--- config.mk ---
export PLATFORM = sky130hd
export DESIGN_NAME = muldiv_unit_flat
export DESIGN_NICKNAME = d
export VERILOG_FILES = /design/src/rtl/muldiv_unit_pkg.sv /design/src/rtl/muldiv_unit_if.sv /design/src/rtl/muldiv_unit.sv /design/src/flat_wrapper.sv
export SDC_FILE = /design/constraint.sdc
export NUM_CORES = 1
export LEC_CHECK = 0
export BUFFER_PORTS_ARGS = -buffer_cell sky130_fd_sc_hd__buf_2
export CAP_MARGIN = 20
export CORE_ASPECT_RATIO = 2
export CORE_MARGIN = 4
export CORE_UTILIZATION = 44
export DETAILED_ROUTE_END_ITERATION = 10
export PLACE_DENSITY = 0.68
export SKIP_CTS_REPAIR_TIMING = 1
export SYNTH_ARGS = -nofsm -noshare
export SYNTH_HDL_FRONTEND = slang
export SYNTH_SLANG_ARGS = --single-unit
--- constraint.sdc ---
create_clock -name clk -period 5.9 [get_ports clk]
set_input_delay 0.59 -clock clk [delete_from_list [all_inputs] [get_ports clk]]
set_output_delay 0.59 -clock clk [all_outputs]
set_load 0.1 [all_outputs]
--- src/rtl/muldiv_unit_pkg.sv ---
// rtl/muldiv_unit_pkg.sv - shared types and helpers for the RV32M multiply/divide unit
package muldiv_unit_pkg;

   localparam int XLEN    = 32;
   localparam int XLEN_CW = 6;

   typedef enum logic [2:0] {
      mul    = 3'b000,
      mulh   = 3'b001,
      mulhsu = 3'b010,
      mulhu  = 3'b011,
      div    = 3'b100,
      divu   = 3'b101,
      rem    = 3'b110,
      remu   = 3'b111
   } m_funct3_t;

   typedef enum logic [1:0] {
      IDLE = 2'd0,
      MUL  = 2'd1,
      DIV  = 2'd2,
      DONE = 2'd3
   } muldiv_state_t;

   // Operand a is treated as two's complement for these ops.
   function automatic logic op_a_signed(m_funct3_t f);
      return (f == mulh) || (f == mulhsu) || (f == div) || (f == rem);
   endfunction

   // Operand b is treated as two's complement for these ops.
   function automatic logic op_b_signed(m_funct3_t f);
      return (f == mulh) || (f == div) || (f == rem);
   endfunction

endpackage

--- src/rtl/muldiv_unit_if.sv ---
// rtl/muldiv_unit_if.sv - EX-stage request/response bundle for the multiply/divide unit
interface muldiv_if #(
   parameter int WIDTH = 32
);
   logic             start;
   logic [2:0]       funct3;
   logic [WIDTH-1:0] rs1_data;
   logic [WIDTH-1:0] rs2_data;
   logic             flush;
   logic             stall;
   logic             done;
   logic [WIDTH-1:0] result;

   // Pipeline side: issues requests, consumes stall/done/result.
   modport master (
      output start, funct3, rs1_data, rs2_data, flush,
      input  stall, done, result
   );

   // Unit side.
   modport slave (
      input  start, funct3, rs1_data, rs2_data, flush,
      output stall, done, result
   );
endinterface

--- src/rtl/muldiv_unit.sv ---
// rtl/muldiv_unit.sv - iterative RV32M multiply/divide unit with divide fast paths
module muldiv_unit
   import muldiv_unit_pkg::*;
#(
   parameter int WIDTH = XLEN,
   parameter int CNT_W = XLEN_CW
) (
   input  logic     clk,
   input  logic     rst_n,
   muldiv_if.slave  bus
);

   localparam logic [WIDTH-1:0] MIN_INT = {1'b1, {(WIDTH-1){1'b0}}};
   localparam logic [CNT_W-1:0] LAST_IT = CNT_W'(WIDTH - 1);

   muldiv_state_t      state_q, state_d;
   logic [CNT_W-1:0]   cnt_q, cnt_d;
   logic [2*WIDTH-1:0] acc_q, acc_d;
   logic [WIDTH-1:0]   mcand_q;
   m_funct3_t          op_q;
   logic               sa_q, sb_q;
   logic [WIDTH-1:0]   result_q, result_d;
   logic               result_load;

   // Request decode in the start cycle.
   m_funct3_t          f3_in;
   logic               accept;
   logic               a_neg, b_neg;
   logic [WIDTH-1:0]   a_mag, b_mag;
   logic               div_zero, div_ovf, fast;
   logic [WIDTH-1:0]   fast_val;

   assign f3_in    = m_funct3_t'(bus.funct3);
   assign accept   = bus.start && !bus.flush && (state_q == IDLE);
   assign a_neg    = op_a_signed(f3_in) & bus.rs1_data[WIDTH-1];
   assign b_neg    = op_b_signed(f3_in) & bus.rs2_data[WIDTH-1];
   assign a_mag    = a_neg ? -bus.rs1_data : bus.rs1_data;
   assign b_mag    = b_neg ? -bus.rs2_data : bus.rs2_data;
   assign div_zero = (bus.rs2_data == '0);
   assign div_ovf  = ((f3_in == div) || (f3_in == rem)) &&
                     (bus.rs1_data == MIN_INT) && (bus.rs2_data == '1);
   assign fast     = bus.funct3[2] && (div_zero || div_ovf);

   // Divide by zero gives all-ones / dividend; signed overflow gives MIN_INT / 0.
   assign fast_val = div_zero ? (bus.funct3[1] ? bus.rs1_data : '1)
                              : (bus.funct3[1] ? '0 : bus.rs1_data);

   // Shared shift datapath: one iteration of shift-add or restoring divide.
   logic [WIDTH:0]     mul_sum, rem_sh, rem_diff;
   logic [2*WIDTH-1:0] mul_next, div_next, prod_fix;
   logic [WIDTH-1:0]   quo_fix, rem_fix, mul_res, div_res;

   assign mul_sum  = {1'b0, acc_q[2*WIDTH-1:WIDTH]} + {1'b0, mcand_q};
   assign mul_next = acc_q[0] ? {mul_sum, acc_q[WIDTH-1:1]}
                              : {1'b0, acc_q[2*WIDTH-1:1]};

   assign rem_sh   = acc_q[2*WIDTH-1:WIDTH-1];
   assign rem_diff = rem_sh - {1'b0, mcand_q};
   assign div_next = rem_diff[WIDTH] ? {acc_q[2*WIDTH-2:0], 1'b0}
                                     : {rem_diff[WIDTH-1:0], acc_q[WIDTH-2:0], 1'b1};

   // Sign fix-up applied to the final iteration's value.
   assign prod_fix = (sa_q ^ sb_q) ? -mul_next : mul_next;
   assign mul_res  = (op_q == mul) ? prod_fix[WIDTH-1:0] : prod_fix[2*WIDTH-1:WIDTH];
   assign quo_fix  = (sa_q ^ sb_q) ? -div_next[WIDTH-1:0] : div_next[WIDTH-1:0];
   assign rem_fix  = sa_q ? -div_next[2*WIDTH-1:WIDTH] : div_next[2*WIDTH-1:WIDTH];
   assign div_res  = ((op_q == rem) || (op_q == remu)) ? rem_fix : quo_fix;

   // Next-state, iteration counter and result capture; flush overrides everything.
   always_comb begin
      state_d     = state_q;
      cnt_d       = cnt_q;
      acc_d       = acc_q;
      result_d    = result_q;
      result_load = 1'b0;
      case (state_q)
         IDLE: begin
            if (bus.start) begin
               if (fast) begin
                  state_d     = DONE;
                  result_d    = fast_val;
                  result_load = 1'b1;
               end else begin
                  state_d = bus.funct3[2] ? DIV : MUL;
                  cnt_d   = '0;
                  acc_d   = {{WIDTH{1'b0}}, a_mag};
               end
            end
         end
         MUL: begin
            acc_d = mul_next;
            if (cnt_q == LAST_IT) begin
               state_d     = DONE;
               cnt_d       = '0;
               result_d    = mul_res;
               result_load = 1'b1;
            end else begin
               cnt_d = cnt_q + CNT_W'(1);
            end
         end
         DIV: begin
            acc_d = div_next;
            if (cnt_q == LAST_IT) begin
               state_d     = DONE;
               cnt_d       = '0;
               result_d    = div_res;
               result_load = 1'b1;
            end else begin
               cnt_d = cnt_q + CNT_W'(1);
            end
         end
         DONE: begin
            state_d = IDLE;
         end
         default: begin
            state_d = IDLE;
         end
      endcase
      if (bus.flush) begin
         state_d     = IDLE;
         cnt_d       = '0;
         result_load = 1'b0;
      end
   end

   // State, datapath and operand registers; operands latch when a request is taken.
   always_ff @(posedge clk or negedge rst_n) begin
      if (!rst_n) begin
         state_q  <= IDLE;
         cnt_q    <= '0;
         acc_q    <= '0;
         mcand_q  <= '0;
         op_q     <= mul;
         sa_q     <= 1'b0;
         sb_q     <= 1'b0;
         result_q <= '0;
      end else begin
         state_q <= state_d;
         cnt_q   <= cnt_d;
         acc_q   <= acc_d;
         if (accept) begin
            mcand_q <= b_mag;
            op_q    <= f3_in;
            sa_q    <= a_neg;
            sb_q    <= b_neg;
         end
         if (result_load) begin
            result_q <= result_d;
         end
      end
   end

   assign bus.stall  = (accept && rst_n) || (state_q == MUL) || (state_q == DIV);
   assign bus.done   = (state_q == DONE);
   assign bus.result = result_q;

endmodule

--- src/flat_wrapper.sv ---
// flat-port wrapper written by rule: the top's interface ports become plain ports
module muldiv_unit_flat import muldiv_unit_pkg::*;
#(
   parameter int WIDTH = XLEN,
   parameter int CNT_W = XLEN_CW
)
  (clk, rst_n, bus_start, bus_funct3, bus_rs1_data, bus_rs2_data, bus_flush, bus_stall, bus_done, bus_result);
  muldiv_if #(.WIDTH(WIDTH)) bus_i ();
  input  logic clk;
  input  logic rst_n;
  input wire logic [$bits(bus_i.start)-1:0] bus_start;
  input wire logic [$bits(bus_i.funct3)-1:0] bus_funct3;
  input wire logic [$bits(bus_i.rs1_data)-1:0] bus_rs1_data;
  input wire logic [$bits(bus_i.rs2_data)-1:0] bus_rs2_data;
  input wire logic [$bits(bus_i.flush)-1:0] bus_flush;
  output wire logic [$bits(bus_i.stall)-1:0] bus_stall;
  output wire logic [$bits(bus_i.done)-1:0] bus_done;
  output wire logic [$bits(bus_i.result)-1:0] bus_result;
  assign bus_i.start = bus_start;
  assign bus_i.funct3 = bus_funct3;
  assign bus_i.rs1_data = bus_rs1_data;
  assign bus_i.rs2_data = bus_rs2_data;
  assign bus_i.flush = bus_flush;
  assign bus_stall = bus_i.stall;
  assign bus_done = bus_i.done;
  assign bus_result = bus_i.result;
  muldiv_unit #(.WIDTH(WIDTH), .CNT_W(CNT_W)) u_core (.clk(clk), .rst_n(rst_n), .bus(bus_i));
endmodule
# After elaboration in Yosys (flattened, before gate mapping)
# Index checks and enable logic that the tools add are counted.
[totals]
regBits = 141
input_bits = 71
output_inout_bits = 34
word_cells = 102
[op_classes]
add_sub_neg = 8
eq_ne = 20
muxes = 36
n_bitwise = 3
n_reduce_logical = 27
[op_table]
columns = ["cell", "count"]
rows = [
  ["$mux W32", 13],
  ["$mux W64", 5],
  ["$pmux W64 S3", 1],
  ["$neg A32 Y32", 4],
  ["$pmux W32 S3", 1],
  ["$eq A32 B32 Y1 const B", 2],
  ["$neg A64 Y64", 1],
  ["$add A32 B32 Y33", 1],
  ["$sub A33 B32 Y33", 1],
  ["$logic_not A32 Y1", 1],
  ["$mux W6", 4],
  ["$eq A3 B3 Y1 const B", 4],
  ["$pmux W6 S2", 1],
  ["$logic_or A1 B1 Y1", 10],
  ["$mux W2", 5],
  ["$add A6 B1 Y6 const B", 1],
  ["$eq A6 B5 Y1 const B", 1],
  ["$logic_and A1 B1 Y1", 6],
  ["$ne A2 B1 Y1 const B", 3],
  ["$ne A3 B3 Y1 const B", 2],
  ["$pmux W2 S3", 1],
  ["$reduce_and A3 Y1", 2],
  ["$reduce_and A6 Y1", 1],
  ["$reduce_bool A3 Y1", 2],
  ["other kinds (15)", 21],
]

# Longest topological paths before layout
# Gate-level depths: netlist of the first run.
[depth]
word_depth = 11
ltp_mapped = 25
depth_no_buf = 22

# Least setup slack after synthesis of the first run
# OpenSTA, ideal clock, no wires.
[synth_timing]
path_kind = "register -> register"
from = "register u_core.acc_q[31]"
to = "register u_core.result_q[30], in the netlist u_core.bus.result[30]"
setup_time_ns = 0.082
arrival_ns = 5.554
required_ns = 5.818
setup_slack_ns = 0.264
stages_incl_launch_ff = 26
n_path_buf = 4
period_less_slack_ns = 5.636
cell_sequence = "dfrtp_1 -> clkbuf_1 -> inv_1 -> ha_1 -> fa_1 -> nand2b_1 -> a211oi_2 -> o31ai_2 -> a211oi_2 -> a211oi_2 -> nor2_8 -> inv_8 -> buf_12 -> buf_2 -> buf_2 -> a21oi_1 -> ha_1 -> or4b_2 -> or3_1 -> nor2_1 -> nand3_1 -> a2111o_1 -> o41ai_2 -> xnor2_1 -> o211ai_2 -> a31oi_1"
[synth_via]
elab_chain_cells = 7
elab_cells_between_ends = 14
cone_classes = "4 x add/sub; 10 x mux"
[synth_lines]
columns = ["item", "line_no", "text"]
rows = [
  ["from (decl)", "muldiv_unit.sv:18", "logic [2*WIDTH-1:0] acc_q, acc_d;"],
  ["from (signal assigned)", "muldiv_unit.sv:131", "acc_q <= '0;"],
  ["from (signal assigned)", "muldiv_unit.sv:140", "acc_q <= acc_d;"],
  ["$sub A33 B32 Y33", "muldiv_unit.sv:58", "assign rem_diff = rem_sh - {1'b0, mcand_q};"],
  ["$mux W64", "muldiv_unit.sv:59", "assign div_next = rem_diff[WIDTH] ? {acc_q[2*WIDTH-2:0], 1'b0}"],
  ["$neg A32 Y32, on equally long branches", "muldiv_unit.sv:65, muldiv_unit.sv:66", ""],
  ["$mux W32, on equally long branches", "muldiv_unit.sv:65, muldiv_unit.sv:66", ""],
  ["$mux W32", "muldiv_unit.sv:67", "assign div_res = ((op_q == rem) || (op_q == remu)) ? rem_fix : quo_fix;"],
  ["$mux W32", "muldiv_unit.sv:103", "if (cnt_q == LAST_IT) begin"],
  ["$pmux W32 S3 *", "muldiv_unit.sv:76", "case (state_q)"],
  ["to (signal assigned)", "muldiv_unit.sv:148", "result_q <= result_d;"],
  ["to (decl)", "muldiv_unit.sv:22", "logic [WIDTH-1:0] result_q, result_d;"],
]
# Every way passes the cells marked *; elsewhere a longest branch is shown, timed or not. The select of a mux whose other input is x is not followed.
# A chain may end at the register's enable or synchronous reset.

# Worst setup path in the final report of the first run
[layout_timing]
from = "register u_core.mcand_q[0]"
to = "register u_core.result_q[30], in the netlist u_core.bus.result[30]"
[layout_via]
elab_chain_cells = 7
elab_cells_between_ends = 15
cone_classes = "5 x add/sub; 10 x mux"
[layout_lines]
columns = ["item", "line_no", "text"]
rows = [
  ["from (decl)", "muldiv_unit.sv:19", "logic [WIDTH-1:0] mcand_q;"],
  ["from (signal assigned)", "muldiv_unit.sv:142", "mcand_q <= b_mag;"],
  ["$add A32 B32 Y33 or $sub A33 B32 Y33 (tied branches)", "muldiv_unit.sv:53, muldiv_unit.sv:58", ""],
  ["$mux W64, on equally long branches", "muldiv_unit.sv:54, muldiv_unit.sv:59", ""],
  ["$neg A64 Y64 (tied with other cells)", "muldiv_unit.sv:63", "assign prod_fix = (sa_q ^ sb_q) ? -mul_next : mul_next;"],
  ["$mux W64 (tied with other cells)", "muldiv_unit.sv:63", ""],
  ["$mux W32, on equally long branches", "muldiv_unit.sv:64, muldiv_unit.sv:67", ""],
  ["$mux W32, on equally long branches", "muldiv_unit.sv:92, muldiv_unit.sv:103", ""],
  ["$pmux W32 S3 *", "muldiv_unit.sv:76", ""],
]
# Marked as above.

==> reports/metrics.yaml, run 1 <==
status:
  outcome: "complete, no violations"
setup_path:
  critPathMaxFanout: 10
  timing.rr.start: "u_core.mcand_q[0]"
  startpoint: "u_core.mcand_q[0]"
  start_kind: "register"
  critical_path.slowest_cell: "or4b_2"
  crit_path_frequent_cell: "a211oi_4"
  max_stage_delay_ps: 620
  path_class: "reg -> reg"
  reg2reg_slack_ps: 360
  r2r_end: "u_core.bus.result[30]"
  arrival_ps: 5880
  crit_path_end_kind: "register"
  reg2regPathDepth: 20
  path_cells: "ha_1 -> fa_1 -> nand2b_1 -> a211oi_4 -> o31ai_4 -> a211oi_4 -> a211oi_4 -> nor2_8 -> inv_8 -> a21oi_1 -> ha_1 -> or4b_2 -> or3_1 -> nor2_1 -> nand3_1 -> a2111o_1 -> o41ai_2 -> xnor2_1 -> o211ai_2 -> a31oi_1"
  critPathBufInv: 1
  cp.required_ps: 6250
  critical-path-top-delay-family: "compound AO/OA/AOI/OAI gates"
global_routing:
  grt_start_max_net_pins: 95
  antenna_found_initial: 0
  grt_first_pass_wirelength_um: 111000
  grt_pass1_vias: 18700
  grt_util_all_layers_pct: 33.7
  gr-total-overflow: 0
floorplanning:
  rows: 103
  io_pins: 105
  core_um2: 39300
  die_y_um: 290
  die-area_um2: 43100
  fp.dieW_um: 149
  initial_core_util_pct: 44.4
timing:
  post-route-period-util_pct: 93.9
  drv_slew: 0
  hold-worst-slack_ps: 37.6
  layout_min_cycle_time_ps: 5540
  setup_viol: 0
  relSlewSlack_pct: 24.3
  skew_ps: 14.1
  worst_pin_slew_ps: 1140
  rsz0062_at_grt: "no"
  fmax_ghz: 0.181
  hold_violations: 0
  setup_tns_ps: 0
synth:
  async_flop_share_pct: 100
  synthFlopType: "dfrtp_1"
  netlist.area_leader.share_pct: 20.2
  synth_cell_types: 98
  syn_inst: 2427
  synth-seq-area-share_pct: 20.2
  yosys.cell_count.top_type: "nand2_1"
  ys_top_cells_by_area: "dfrtp_1, o21ai_0, nand2_1"
  synth_top_cell_by_area: "dfrtp_1"
  yosys_warnings: 0
  synth_edf_count: 0
  syn_nets: 2575
  ys_ff_latch: 141
  netlist_area_um2: 17500
  synth_common_cells: "nand2_1, o21ai_0, a21oi_1"
  post_synth.cell_area_avg_um2: 7.19
drt:
  viasPerCell: 6.43
  final_antenna_net_count: 0
  drtIter0Drc: 1431
  vias: 19100
  routed_wl_um: 74200
  drcViolationCount: 0
  dr.pass1.iters: 5
  routedWlPerCell_um: 24.9
min_path:
  hold_path_class: "in -> async"
cts:
  clock-root-buffer: "clkbuf_16"
  clk_pin_slew_ps: 60
  clockBufferDepth: 2
  cts_buffers: 17
  clock_sinks: 141
  clk_latency_ps: 470
  htreeDepth: 4
  tritoncts: "done"
place:
  port_buffers: 104
  hpwl_um: 58100
  place_congestion: 0.999
pwr:
  power.leakage_nw: 7.94
  vdd_drop_max_mv: 0.326
  powerDensity_nw_per_um2: 499
final_layout:
  insertedDiodeCount: 0
  areaGrowthSynthToFinish_pct: 9.54
  finalNetCount: 2590
  drive_gt1_share_pct: 11.3
job:
  drv_cap: 0
[how the worst max path moves through the flow]
stage	to	slack (ps)	cells after the start
floorplan	u_core.bus.result[30]	260	25
global placement	u_core.bus.result[30]	370	20
detailed placement	u_core.bus.result[30]	260	20
CTS	u_core.bus.result[30]	250	20
global route	u_core.bus.result[30]	20	21
finish	u_core.bus.result[30]	360	20
[cell families (layout without fill, tap and decap cells)]
| kind of cell | Yosys count | after routing | share of synthesized area (%) |
|---|---|---|---|
| buf+inv | 245 | 272 | 5.54 |
| mux | 41 | 41 | 2.50 |
| compound gates | 832 | 832 | 30.4 |
| fa+ha+maj | 108 | 108 | 7.38 |
| xor+xnor | 185 | 185 | 9.28 |
| flops | 141 | 141 | 20.2 |
| simple gates | 875 | 875 | 24.7 |
[state kept, by name (all words and copies together), names as in the netlist]
name and flops:
u_core.acc_q 64, u_core.bus.result 32, u_core.mcand_q 32, u_core.cnt_q 6, u_core.op_q 3, u_core.state_q 2, u_core.sa_q 1, u_core.sb_q 1
[metrics by stage]
stage               setup WS (ps)  cell area, um^2  total power, mW  cells  utilization (%)
global route                 23.2            19100             10.2   2979             48.7
global placement              366            18500             8.17   2945             47.1
floorplan                     264            17500             6.25   2427                -
CTS                           254            19000             9.35   2976             48.5
detailed placement            260            18500             8.25   2945             47.1
finish                        361            19100             9.54   2979             48.7
[report_power, final]
part	total (mW)	internal [mW]	switching (mW)
clock	1.06	0.598	0.464
sequential	1.72	1.22	0.503
combinational	6.76	2.40	4.35
[layer usage]
| layer | routed length (um) | global-route usage, % | vias to the layer above |
|---|---|---|---|
| met5 | 0 | 0 | - |
| met2 | 37300 | 60.1 | 784 |
| met1 | 25000 | 32.9 | 9129 |
| met4 | 8630 | 31.9 | 0 |
| met3 | 3260 | 4.49 | 306 |
| li1 | - | - | 8926 |
[cell type report]
| cell class | instances | area [um^2] |
|---|---|---|
| fillers | 3963 | 20200 |
| multi-input cells | 2041 | 13100 |
| flip-flops and latches | 141 | 3530 |
| repair buffers | 169 | 1030 |
| well taps | 525 | 657 |
| clock buffers | 25 | 475 |
| inverters | 72 | 278 |
| clock inverters | 6 | 63.8 |
[cells in the final DEF (no fill, tap or decap), types with 15 or more instances in the layout]
master	Yosys	final
nand2b_1	15	15
nand2_1	339	339
or3_1	37	36
inv_1	71	71
a211oi_1	24	24
or4_1	17	17
a21oi_1	176	176
nand4_1	33	33
nor4_1	26	26
mux2i_1	20	19
nor2_1	150	149
a22oi_1	55	55
a21o_1	34	34
xnor2_1	115	114
buf_4	0	63
maj3_1	31	31
o21ai_0	277	276
buf_2	13	103
mux2_2	21	21
o211ai_1	32	32
xor2_1	70	69
a31oi_1	34	34
nand3_1	39	39
o31ai_1	29	29
nor2b_1	33	33
dfrtp_1	141	140
and3_1	19	19
and2_1	30	30
ha_1	75	72
clkbuf_16	0	17
nor3_1	74	73
[worst reg2reg max path, cell delays in order, from the launching register on]
cell and delay [ps]:
dfrtp_1 410, ha_1 250, fa_1 410, nand2b_1 240
a211oi_4 400, o31ai_4 170, a211oi_4 350, a211oi_4 150
nor2_8 190, inv_8 60, a21oi_1 230, ha_1 200
or4b_2 620, or3_1 460, nor2_1 130, nand3_1 80
a2111o_1 450, o41ai_2 260, xnor2_1 120, o211ai_2 160
a31oi_1 100
Power figures use the tool's default switching activity.
==> inputs of run 2 (changes only) <==
BUFFER_PORTS_ARGS = not set   (was -buffer_cell sky130_fd_sc_hd__buf_2)
DONT_BUFFER_PORTS = 1   (was not set)
PLACE_DENSITY = 0.66   (was 0.68)
clock period = 5 ns   (was 5.9 ns; I/O delays follow)
==> reports/metrics.yaml, run 2 (synthesis gave the netlist of run 1 again) <==
status:
  outcome: "finished, violations left"
  violations: "setup timing"
place:
  port_buffers: 0  # -100%
  place_area_um2: 19200  # +4.0%
  hpwl_um: 58100  # about the same
  numPlacedInstances: 2999  # +1.8%
  place_congestion: 1.04  # +4.0%
  post-place-ws_ps: -306  # -566 ps
pwr:
  pwr-share-clk_pct: 11.1  # about the same
  seq_power_share_pct: 16.1  # -2.0 points
  p_sw_mw: 6.31  # +19%
  powerDensity_nw_per_um2: 593  # +19%
  vdd_drop_max_mv: 0.392  # +20%
  intPower_mw: 5.55  # +31%
  power.leakage_nw: 8.32  # +4.8%
  total_power_mw: 11.9  # +24%
  p_comb_share_pct: 72.8  # +2.0 points
  switching_share_pct: 53.2  # -2.5 points
timing:
  fmax_ghz: 0.199  # +10%
  skew_ps: 13.1  # -1.00 ps
  hold_violations: 0  # unchanged
  setup_viol: 2  # +2
  relSlewSlack_pct: 23.9  # -0.41 points
  hold-worst-slack_ps: 3.43  # -34.2 ps
  worst_pin_slew_ps: 1140  # +6.20 ps
  drv_slew: 0  # unchanged
  rsz0062_at_grt: "yes"
  finalWorstSetupSlack_ps: -35.8  # -397 ps
  setup_tns_ps: -53.3  # -53.3 ps
  layout_min_cycle_time_ps: 5040  # -503 ps
  post-route-period-util_pct: 101  # +6.8 points
floorplanning:
  fp.dieW_um: 149  # unchanged
  io_pins: 105  # unchanged
  core_um2: 39300  # unchanged
  rows: 103  # unchanged
  die_y_um: 290  # unchanged
  initial_core_util_pct: 44.4  # unchanged
  die-area_um2: 43100  # unchanged
drt:
  dr.pass1.iters: 7  # +2
  viasPerCell: 6.35  # -1.2%
  drtIter0Drc: 1238  # -13%
  vias: 19300  # +0.79%
  routedWlPerCell_um: 24.3  # -2.5%
  routed_wl_um: 73700  # -0.57%
  final_antenna_net_count: 0  # unchanged
  drcViolationCount: 0  # unchanged
cts:
  cts_buffers: 17  # unchanged
  clock_sinks: 141  # unchanged
  clock-root-buffer: "clkbuf_16"
  tritoncts: "done"
  clk_pin_slew_ps: 70  # about the same
  clk_latency_ps: 480  # about the same
  htreeDepth: 4  # unchanged
  clockBufferDepth: 2  # unchanged
global_routing:
  grt_start_max_net_pins: 143  # +51%
  grt_pass1_vias: 19200  # +3.0%
  gr-total-overflow: 0  # unchanged
  grt_util_all_layers_pct: 33.3  # -0.44 points
  antenna_found_initial: 2  # +2
  grt_first_pass_wirelength_um: 110000  # -0.74%
final_layout:
  insertedDiodeCount: 0  # unchanged
  final_area_um2: 20000  # +4.6%
  mostFrequentLayoutCells: "nand2_1, o21ai_0, buf_4"
  finalNetCount: 2648  # +2.2%
  finish.utilization_pct: 50.9  # +2.2 points
  largest_reg_flops: 64  # unchanged
  stdcell_count: 3038  # +2.0%
  fillers: 3917  # -1.2%
  final_common_cell: "nand2_1"
  drive_gt1_share_pct: 14.4  # +3.1 points
  top_register: "u_core.acc_q"
  areaGrowthSynthToFinish_pct: 14.6
setup_path:
  start_kind: "register"
  crit_path_end_kind: "register"
  critPathMaxFanout: 6  # -4
  reg2regPathDepth: 21  # +5.0%
  path_class: "reg -> reg"
  cp.required_ps: 5400  # -850 ps
  reg2reg_slack_ps: -40  # -400 ps
  arrival_ps: 5430  # -450 ps
min_path:
  hold_path_class: "in -> async"
job:
  drv_cap: 0  # unchanged
[run 2: final cells by class]
type	count	area, um^2	area share, %
repair buffers	227	1750	8.74
inverters	72	280	1.40
flip-flops and latches	141	3530	17.6
multi-input cells	2041	13200	66.0
clock buffers	20	467	2.33
well taps	525	657	3.28
clock inverters	12	111	0.557
[run 2: worst paths after layout]
kind | startpoint | end
max in group asynchronous | rst_n | u_core.acc_q[0]
min in group clk | bus_flush | u_core.cnt_q[4]
min | rst_n | u_core.mcand_q[27]
max | u_core.mcand_q[0] | u_core.bus.result[30]
max reg2reg | u_core.mcand_q[0] | u_core.bus.result[30]
min reg2reg | u_core.cnt_q[5] | u_core.cnt_q[5]
[run 2: power groups by stage]
stage / combinational [mW] / sequential [mW] / clock [mW]
global route: 9.34 / 1.95 / 1.38
floorplan: 5.82 / 1.63 / 0
detailed placement: 8.26 / 1.91 / 0
finish: 8.64 / 1.91 / 1.32
CTS: 8.32 / 1.89 / 1.33
global placement: 8.18 / 1.90 / 0
[run 2: worst max-delay path, cell delays in order (launching register included)]
cell      delay (ps)
dfrtp_1          420
ha_4             180
fa_2             350
nand2b_4         160
a211oi_4         340
o31ai_4          130
buf_4            170
a211oi_4         300
a211oi_4         140
nor2_8           180
inv_8             60
a21oi_2          160
ha_2             190
or4b_4           460
or3_4            380
nor2_4            90
nand3_2          100
a2111o_1         470
o41ai_2          250
xnor2_1          170
o211ai_2          90
a31oi_1          150
[run 2: metal layers]
layer	up-vias	wire length [um]	track usage, %
li1	9040	-	-
met3	316	3640	4.35
met2	786	36900	59.9
met1	9153	24600	32.1
met5	-	8	0
met4	2	8610	31.5
